File: config.mk
export PLATFORM = sky130hd
export DESIGN_NAME = instruction_decode_flat
export DESIGN_NICKNAME = d
export VERILOG_FILES = /design/src/rtl/instruction_decode_if.sv /design/src/rtl/instruction_decode.sv /design/src/flat_wrapper.sv
export SDC_FILE = /design/constraint.sdc
export NUM_CORES = 2
export LEC_CHECK = 0
export CORE_AREA = 2 2 369 298
export CTS_CLUSTER_SIZE = 10
export DETAILED_ROUTE_END_ITERATION = 6
export DIE_AREA = 0 0 371 300
export PLACE_DENSITY = 0.75
export RECOVER_POWER = 25
export SLEW_MARGIN = 20
export SYNTH_ARGS = -nofsm -noshare
export SYNTH_HDL_FRONTEND = slang
export SYNTH_SLANG_ARGS = --single-unit
File: constraint.sdc
create_clock -name clk -period 2.5 [get_ports clk]
set_input_delay 0.5 -clock clk [delete_from_list [all_inputs] [get_ports clk]]
set_output_delay 0.5 -clock clk [all_outputs]
set_load 0.1 [all_outputs]
File: src/rtl/instruction_decode_if.sv
// Fetch / write-back / ID-EX signal bundle for the MIPS32 decode stage.
// The slave modport is the decode stage; the master drives it from upstream.
interface instruction_decode_if;
  logic        if_valid;
  logic [31:0] if_instr;
  logic [9:0]  if_pc;
  logic        ex_stall;
  logic        flush;
  logic        wb_en;
  logic [4:0]  wb_addr;
  logic [31:0] wb_data;

  logic        load_use_stall;
  logic        id_valid;
  logic [31:0] id_rs_data;
  logic [31:0] id_rt_data;
  logic [31:0] id_imm;
  logic [4:0]  id_dest;
  logic [4:0]  id_rs;
  logic [4:0]  id_rt;
  logic [2:0]  id_alu_op;
  logic        id_reg_write;
  logic        id_mem_read;
  logic        id_mem_write;
  logic        id_mem_to_reg;
  logic        id_alu_src;
  logic        id_branch;
  logic        id_jump;
  logic        id_illegal;
  logic [9:0]  id_pc_plus1;
  logic [9:0]  id_branch_target;
  logic [9:0]  id_jump_target;

  modport slave (
    input  if_valid, if_instr, if_pc, ex_stall, flush, wb_en, wb_addr, wb_data,
    output load_use_stall, id_valid, id_rs_data, id_rt_data, id_imm, id_dest,
           id_rs, id_rt, id_alu_op, id_reg_write, id_mem_read, id_mem_write,
           id_mem_to_reg, id_alu_src, id_branch, id_jump, id_illegal,
           id_pc_plus1, id_branch_target, id_jump_target
  );

  modport master (
    output if_valid, if_instr, if_pc, ex_stall, flush, wb_en, wb_addr, wb_data,
    input  load_use_stall, id_valid, id_rs_data, id_rt_data, id_imm, id_dest,
           id_rs, id_rt, id_alu_op, id_reg_write, id_mem_read, id_mem_write,
           id_mem_to_reg, id_alu_src, id_branch, id_jump, id_illegal,
           id_pc_plus1, id_branch_target, id_jump_target
  );
endinterface

File: src/rtl/instruction_decode.sv
// MIPS32 instruction decode stage: register file with write-through bypass,
// control decode, branch/jump targets, load-use detection and the ID/EX register.
module instruction_decode (
  input  logic                  clk,
  input  logic                  rst_n,
  instruction_decode_if.slave   bus
);
  localparam logic [5:0] OP_RTYPE = 6'h00, OP_ADDI = 6'h08, OP_LW = 6'h23,
                         OP_SW = 6'h2B, OP_BEQ = 6'h04, OP_J = 6'h02;
  localparam logic [2:0] ALU_ADD = 3'd0, ALU_SUB = 3'd1, ALU_AND = 3'd2,
                         ALU_OR = 3'd3, ALU_SLT = 3'd4;

  typedef struct packed {
    logic reg_write;
    logic mem_read;
    logic mem_write;
    logic mem_to_reg;
    logic alu_src;
    logic branch;
    logic jump;
    logic illegal;
  } ctrl_t;

  typedef struct packed {
    logic        valid;
    ctrl_t       ctrl;
    logic [31:0] rs_data;
    logic [31:0] rt_data;
    logic [31:0] imm;
    logic [4:0]  dest;
    logic [4:0]  rs;
    logic [4:0]  rt;
    logic [2:0]  alu_op;
    logic [9:0]  pc_plus1;
    logic [9:0]  branch_target;
    logic [9:0]  jump_target;
  } idex_t;

  logic [31:0] rf_q [32];
  idex_t       idex_q, idex_d;

  logic [5:0]  opcode, funct;
  logic [4:0]  rs, rt, rd;
  logic [31:0] rs_val, rt_val;
  ctrl_t       dec_ctrl;
  logic [2:0]  dec_alu_op;
  logic [4:0]  dec_dest;
  logic        reads_rt;
  logic        load_use;

  assign opcode = bus.if_instr[31:26];
  assign rs     = bus.if_instr[25:21];
  assign rt     = bus.if_instr[20:16];
  assign rd     = bus.if_instr[15:11];
  assign funct  = bus.if_instr[5:0];

  // r0 is never written, so its storage stays at the reset value of 0.
  always_ff @(posedge clk or negedge rst_n) begin
    if (!rst_n) begin
      for (int i = 0; i < 32; i++) rf_q[i] <= '0;
    end else if (bus.wb_en && bus.wb_addr != 5'd0) begin
      rf_q[bus.wb_addr] <= bus.wb_data;
    end
  end

  always_comb begin
    rs_val = rf_q[rs];
    rt_val = rf_q[rt];
    if (bus.wb_en && bus.wb_addr != 5'd0 && bus.wb_addr == rs) rs_val = bus.wb_data;
    if (bus.wb_en && bus.wb_addr != 5'd0 && bus.wb_addr == rt) rt_val = bus.wb_data;
    if (rs == 5'd0) rs_val = '0;
    if (rt == 5'd0) rt_val = '0;
  end

  always_comb begin
    dec_ctrl   = '0;
    dec_alu_op = ALU_ADD;
    dec_dest   = 5'd0;
    reads_rt   = 1'b0;
    case (opcode)
      OP_RTYPE: begin
        reads_rt = 1'b1;
        case (funct)
          6'h20: dec_alu_op = ALU_ADD;
          6'h22: dec_alu_op = ALU_SUB;
          6'h24: dec_alu_op = ALU_AND;
          6'h25: dec_alu_op = ALU_OR;
          6'h2A: dec_alu_op = ALU_SLT;
          default: dec_ctrl.illegal = 1'b1;
        endcase
        if (!dec_ctrl.illegal) begin
          dec_ctrl.reg_write = 1'b1;
          dec_dest           = rd;
        end
      end
      OP_ADDI: begin
        dec_ctrl.reg_write = 1'b1;
        dec_ctrl.alu_src   = 1'b1;
        dec_dest           = rt;
      end
      OP_LW: begin
        dec_ctrl.reg_write  = 1'b1;
        dec_ctrl.mem_read   = 1'b1;
        dec_ctrl.mem_to_reg = 1'b1;
        dec_ctrl.alu_src    = 1'b1;
        dec_dest            = rt;
      end
      OP_SW: begin
        dec_ctrl.mem_write = 1'b1;
        dec_ctrl.alu_src   = 1'b1;
        reads_rt           = 1'b1;
      end
      OP_BEQ: begin
        dec_ctrl.branch = 1'b1;
        dec_alu_op      = ALU_SUB;
        reads_rt        = 1'b1;
      end
      OP_J:    dec_ctrl.jump = 1'b1;
      default: dec_ctrl.illegal = 1'b1;
    endcase
  end

  assign load_use = idex_q.valid && idex_q.ctrl.mem_read && idex_q.dest != 5'd0 &&
                    bus.if_valid &&
                    (idex_q.dest == rs || (reads_rt && idex_q.dest == rt));

  // A killed or bubbled entry also clears its controls so nothing downstream acts on it.
  always_comb begin
    idex_d = idex_q;
    if (bus.flush || (!bus.ex_stall && load_use)) begin
      idex_d.valid = 1'b0;
      idex_d.ctrl  = '0;
    end else if (!bus.ex_stall) begin
      idex_d.valid         = bus.if_valid;
      idex_d.ctrl          = bus.if_valid ? dec_ctrl : '0;
      idex_d.rs_data       = rs_val;
      idex_d.rt_data       = rt_val;
      idex_d.imm           = {{16{bus.if_instr[15]}}, bus.if_instr[15:0]};
      idex_d.dest          = dec_dest;
      idex_d.rs            = rs;
      idex_d.rt            = rt;
      idex_d.alu_op        = dec_alu_op;
      idex_d.pc_plus1      = bus.if_pc + 10'd1;
      idex_d.branch_target = bus.if_pc + 10'd1 + bus.if_instr[9:0];
      idex_d.jump_target   = bus.if_instr[9:0];
    end
  end

  always_ff @(posedge clk or negedge rst_n) begin
    if (!rst_n) idex_q <= '0;
    else        idex_q <= idex_d;
  end

  assign bus.load_use_stall   = load_use;
  assign bus.id_valid         = idex_q.valid;
  assign bus.id_rs_data       = idex_q.rs_data;
  assign bus.id_rt_data       = idex_q.rt_data;
  assign bus.id_imm           = idex_q.imm;
  assign bus.id_dest          = idex_q.dest;
  assign bus.id_rs            = idex_q.rs;
  assign bus.id_rt            = idex_q.rt;
  assign bus.id_alu_op        = idex_q.alu_op;
  assign bus.id_reg_write     = idex_q.ctrl.reg_write;
  assign bus.id_mem_read      = idex_q.ctrl.mem_read;
  assign bus.id_mem_write     = idex_q.ctrl.mem_write;
  assign bus.id_mem_to_reg    = idex_q.ctrl.mem_to_reg;
  assign bus.id_alu_src       = idex_q.ctrl.alu_src;
  assign bus.id_branch        = idex_q.ctrl.branch;
  assign bus.id_jump          = idex_q.ctrl.jump;
  assign bus.id_illegal       = idex_q.ctrl.illegal;
  assign bus.id_pc_plus1      = idex_q.pc_plus1;
  assign bus.id_branch_target = idex_q.branch_target;
  assign bus.id_jump_target   = idex_q.jump_target;
endmodule

File: src/flat_wrapper.sv
// flat-port wrapper written by rule: the top's interface ports become plain ports
module instruction_decode_flat 
  (clk, rst_n, bus_if_valid, bus_if_instr, bus_if_pc, bus_ex_stall, bus_flush, bus_wb_en, bus_wb_addr, bus_wb_data, bus_load_use_stall, bus_id_valid, bus_id_rs_data, bus_id_rt_data, bus_id_imm, bus_id_dest, bus_id_rs, bus_id_rt, bus_id_alu_op, bus_id_reg_write, bus_id_mem_read, bus_id_mem_write, bus_id_mem_to_reg, bus_id_alu_src, bus_id_branch, bus_id_jump, bus_id_illegal, bus_id_pc_plus1, bus_id_branch_target, bus_id_jump_target);
  instruction_decode_if bus_i ();
  input  logic clk;
  input  logic rst_n;
  input wire logic [$bits(bus_i.if_valid)-1:0] bus_if_valid;
  input wire logic [$bits(bus_i.if_instr)-1:0] bus_if_instr;
  input wire logic [$bits(bus_i.if_pc)-1:0] bus_if_pc;
  input wire logic [$bits(bus_i.ex_stall)-1:0] bus_ex_stall;
  input wire logic [$bits(bus_i.flush)-1:0] bus_flush;
  input wire logic [$bits(bus_i.wb_en)-1:0] bus_wb_en;
  input wire logic [$bits(bus_i.wb_addr)-1:0] bus_wb_addr;
  input wire logic [$bits(bus_i.wb_data)-1:0] bus_wb_data;
  output wire logic [$bits(bus_i.load_use_stall)-1:0] bus_load_use_stall;
  output wire logic [$bits(bus_i.id_valid)-1:0] bus_id_valid;
  output wire logic [$bits(bus_i.id_rs_data)-1:0] bus_id_rs_data;
  output wire logic [$bits(bus_i.id_rt_data)-1:0] bus_id_rt_data;
  output wire logic [$bits(bus_i.id_imm)-1:0] bus_id_imm;
  output wire logic [$bits(bus_i.id_dest)-1:0] bus_id_dest;
  output wire logic [$bits(bus_i.id_rs)-1:0] bus_id_rs;
  output wire logic [$bits(bus_i.id_rt)-1:0] bus_id_rt;
  output wire logic [$bits(bus_i.id_alu_op)-1:0] bus_id_alu_op;
  output wire logic [$bits(bus_i.id_reg_write)-1:0] bus_id_reg_write;
  output wire logic [$bits(bus_i.id_mem_read)-1:0] bus_id_mem_read;
  output wire logic [$bits(bus_i.id_mem_write)-1:0] bus_id_mem_write;
  output wire logic [$bits(bus_i.id_mem_to_reg)-1:0] bus_id_mem_to_reg;
  output wire logic [$bits(bus_i.id_alu_src)-1:0] bus_id_alu_src;
  output wire logic [$bits(bus_i.id_branch)-1:0] bus_id_branch;
  output wire logic [$bits(bus_i.id_jump)-1:0] bus_id_jump;
  output wire logic [$bits(bus_i.id_illegal)-1:0] bus_id_illegal;
  output wire logic [$bits(bus_i.id_pc_plus1)-1:0] bus_id_pc_plus1;
  output wire logic [$bits(bus_i.id_branch_target)-1:0] bus_id_branch_target;
  output wire logic [$bits(bus_i.id_jump_target)-1:0] bus_id_jump_target;
  assign bus_i.if_valid = bus_if_valid;
  assign bus_i.if_instr = bus_if_instr;
  assign bus_i.if_pc = bus_if_pc;
  assign bus_i.ex_stall = bus_ex_stall;
  assign bus_i.flush = bus_flush;
  assign bus_i.wb_en = bus_wb_en;
  assign bus_i.wb_addr = bus_wb_addr;
  assign bus_i.wb_data = bus_wb_data;
  assign bus_load_use_stall = bus_i.load_use_stall;
  assign bus_id_valid = bus_i.id_valid;
  assign bus_id_rs_data = bus_i.id_rs_data;
  assign bus_id_rt_data = bus_i.id_rt_data;
  assign bus_id_imm = bus_i.id_imm;
  assign bus_id_dest = bus_i.id_dest;
  assign bus_id_rs = bus_i.id_rs;
  assign bus_id_rt = bus_i.id_rt;
  assign bus_id_alu_op = bus_i.id_alu_op;
  assign bus_id_reg_write = bus_i.id_reg_write;
  assign bus_id_mem_read = bus_i.id_mem_read;
  assign bus_id_mem_write = bus_i.id_mem_write;
  assign bus_id_mem_to_reg = bus_i.id_mem_to_reg;
  assign bus_id_alu_src = bus_i.id_alu_src;
  assign bus_id_branch = bus_i.id_branch;
  assign bus_id_jump = bus_i.id_jump;
  assign bus_id_illegal = bus_i.id_illegal;
  assign bus_id_pc_plus1 = bus_i.id_pc_plus1;
  assign bus_id_branch_target = bus_i.id_branch_target;
  assign bus_id_jump_target = bus_i.id_jump_target;
  instruction_decode u_core (.clk(clk), .rst_n(rst_n), .bus(bus_i));
endmodule
==> flow_summary.toml <==
[drt]
routed_wl_um = 203000
vias = 44000
avgRoutedWirePerCell_um = 32.4
drt-vias-per-instance = 7.02
drc = 0
ant_nets = 0
drtPass1Iterations = 6
drt-initial-drc-count = 5093

[cells_and_area]
regMostFlops = "u_core.rf_q"
nets = 4902
drive_gt1_frac = 0.506
final_cells = 6265
final.fill_count = 7294
area_growth_pct = 21.8
largest_reg_flops = 1024

[yosys]
syn_avg_cell_area_um2 = 14.0
yosysWarnings = 0
synthCells = 4294
ys_seq_area_frac = 0.480
synth_nets = 4390
yosys_most_used_dff = "dfrtp_1"
synth.cell_area_um2 = 59900
yosys_register_bits = 1150
synth-edff-count = 0
async_flop_share = 1.00
ys_types = 56

[setup_path]
cp-end-kind = "output pin"
critPathLaunchType = "flip-flop"
startpoint = "u_core.bus.id_dest[0]"
worstReg2RegStart = "u_core.bus.id_dest[0]"
required_ns = 2.00
cp.arrival_ns = 2.50
cp_max_fo = 2
crit_type = "reg -> out"
rr_worst_depth = 11

[placed_design]
dp_slack_ns = -0.700
hpwl_um = 133000
gp_congestion = 0.930
io_buffers = 238
placed_cells_incl_taps = 6054

[clock_tree]
path_clk_slew_ns = 0.06
htree_levels = 4
cts_root_buf = "clkbuf_16"
cts_buffers = 134
clk_path_buf_depth = 3
cts_tree = "built"
clock_latency_ns = 0.76
cts.sinks = 1150

[timing]
whs_ns = 0.148
fin_crit_sh = 1.20
setup_slack_ns = -0.502
hold_violations = 0
skew_ns = 0.0285
rsz0062_at_grt = "yes"
fmax_ghz = 0.333
max-slew-margin-rel = 0.169
fin_crit_ns = 3.00
tightest_slew_ns = 1.25
setup_viol = 150
fin_tns_setup_ns = -26.29
slew_viol_final = 0

[floorplan]
initial_core_util = 0.557
ios = 239
die_h_um = 300
rows = 108
core_area_um2 = 108000
dieArea_um2 = 111000
die_w_um = 371

[pwr]
ir_worst_vdd_uv = 662
p_leak_nw = 32.8
p_per_area_nw_per_um2 = 781

[global_routing]
grt_pass1_wl_um = 301000
grt_start_max_net_pins = 120
grt_overflow = 0
grt_use_total = 0.367
antenna_found_initial = 3
grt_pass1_vias = 45100

[worst_hold_path]
hold_path.class = "in -> reg"
whs_path_depth = 2
worstHoldStart = "bus_if_instr[23]"

[job]
drv_cap = 0

[outcome]
violations = "negative setup slack"
status = "complete, but fails checks"
==> cell type report <==
class                   count  area (um^2)  share of cell area
multi-input cells        2637        29500               0.404
flip-flops and latches   1150        28800               0.394
repair buffers            876         9250               0.127
clock buffers             152         3520              0.0481
well taps                1430         1790              0.0245
clock inverters            12          120             0.00164
inverters                   7         26.3            0.000360
diodes                      1         2.50           0.0000343
==> per-layer routing <==
metal	part of all wire	GRT usage	up-vias
li1	-	-	17500
met1	0.40	0.516	23000
met2	0.44	0.538	2920
met3	0.12	0.108	604
met4	0.045	0.153	4
met5	0.00015	0	-
==> cell usage in the layout (no fill, tap or decap), types with 41 or more instances in the layout <==
master	Yosys	final
a21oi_1	43	43
mux2i_1	365	365
clkbuf_16	0	138
nand2_2	0	41
buf_4	62	580
mux2_2	1044	1036
buf_12	0	161
a22oi_1	156	156
mux4_2	332	332
dfrtp_1	1150	1143
nand3_1	80	77
clkdlybuf4s50_1	0	77
a211oi_1	53	50
a22o_1	65	65
==> Yosys cell counts, types with 4 or more instances <==
| library cell | instances | share of area |
|---|---|---|
| a2111oi_0 | 10 | 0.0015 |
| a211oi_1 | 53 | 0.0066 |
| a21oi_1 | 43 | 0.0036 |
| a221o_1 | 32 | 0.0053 |
| a221oi_1 | 33 | 0.0048 |
| a22o_1 | 65 | 0.0095 |
| a22oi_1 | 156 | 0.020 |
| a31oi_1 | 31 | 0.0032 |
| and3_1 | 11 | 0.0011 |
| buf_1 | 65 | 0.0041 |
| buf_2 | 69 | 0.0058 |
| buf_4 | 62 | 0.0078 |
| buf_6 | 5 | 0.00094 |
| clkbuf_1 | 299 | 0.019 |
| dfrtp_1 | 1150 | 0.48 |
| ha_1 | 10 | 0.0021 |
| inv_1 | 7 | 0.00044 |
| mux2_2 | 1044 | 0.20 |
| mux2i_1 | 365 | 0.061 |
| mux4_2 | 332 | 0.12 |
| nand2_1 | 87 | 0.0054 |
| nand2b_1 | 5 | 0.00052 |
| nand3_1 | 80 | 0.0067 |
| nand3b_1 | 4 | 0.00050 |
| nand4_1 | 6 | 0.00063 |
| nor2_1 | 33 | 0.0021 |
| nor2b_1 | 12 | 0.0013 |
| nor3_1 | 21 | 0.0018 |
| o21ai_0 | 62 | 0.0052 |
| o221ai_1 | 30 | 0.0044 |
| o22ai_1 | 32 | 0.0033 |
| o31ai_1 | 6 | 0.00075 |
| xnor2_1 | 17 | 0.0025 |
| xor2_1 | 18 | 0.0026 |
==> final timing paths <==
path                                              to  slack (ns)
max in group asynchronous           u_core.rf_q[800]       -0.05
max reg2reg                u_core.bus.id_rs_data[13]       -0.32
min reg2reg                        u_core.rf_q[1011]        0.40
min                              u_core.bus.id_rs[2]        0.15
max                               bus_load_use_stall       -0.50
min in group asynchronous           u_core.rf_q[436]        0.55
==> where the power goes <==
group	switching, mW	internal (mW)	total (mW)
combinational	7.69	6.98	14.7
sequential	2.87	22.1	25.0
clock	7.59	9.84	17.4
==> timing repair <==
| item | 4_1_cts | 5_1_grt |
|---|---|---|
| hold endpoints to repair | 117 | 0 |
| setup buffers | 30 | 4 |
| pin swaps | 28 | 15 |
| gates resized for setup | 139 | 48 |
| endpoints found under the setup margin | 103 | 121 |
| cloned | 13 | 0 |
| hold buffers | 1 | 0 |
==> cells by family after synthesis <==
family	after synthesis	synth area share
DFF	1150	0.480
muxes	1741	0.382
and+or+nand+nor	284	0.0234
buffers and inverters	507	0.0377
AOI/OAI and AO/OA	566	0.0695
adders and majority gates	11	0.00242
xor gates and xnor gates	35	0.00511
==> worst max-delay path: stages, from the launching register on <==
cell and delay, ns:
dfrtp_4 0.48, or4_4 0.55, o2111ai_4 0.20, nand4b_4 0.18
buf_6 0.11, nand2_4 0.05, buf_12 0.16
==> stage by stage <==
| stage | area, um^2 | power (mW) | util |
|---|---|---|---|
| 6_report | 73000 | 57.1 | 0.678 |
| 5_1_grt | 73000 | 59.0 | 0.678 |
| 4_1_cts | 72900 | 56.9 | 0.677 |
| 3_5_place_dp | 68300 | 39.2 | 0.634 |
| 3_3_place_gp | 68300 | 38.7 | 0.634 |
| 2_1_floorplan | 60000 | 34.5 | - |
Power figures use the tool's default switching activity.
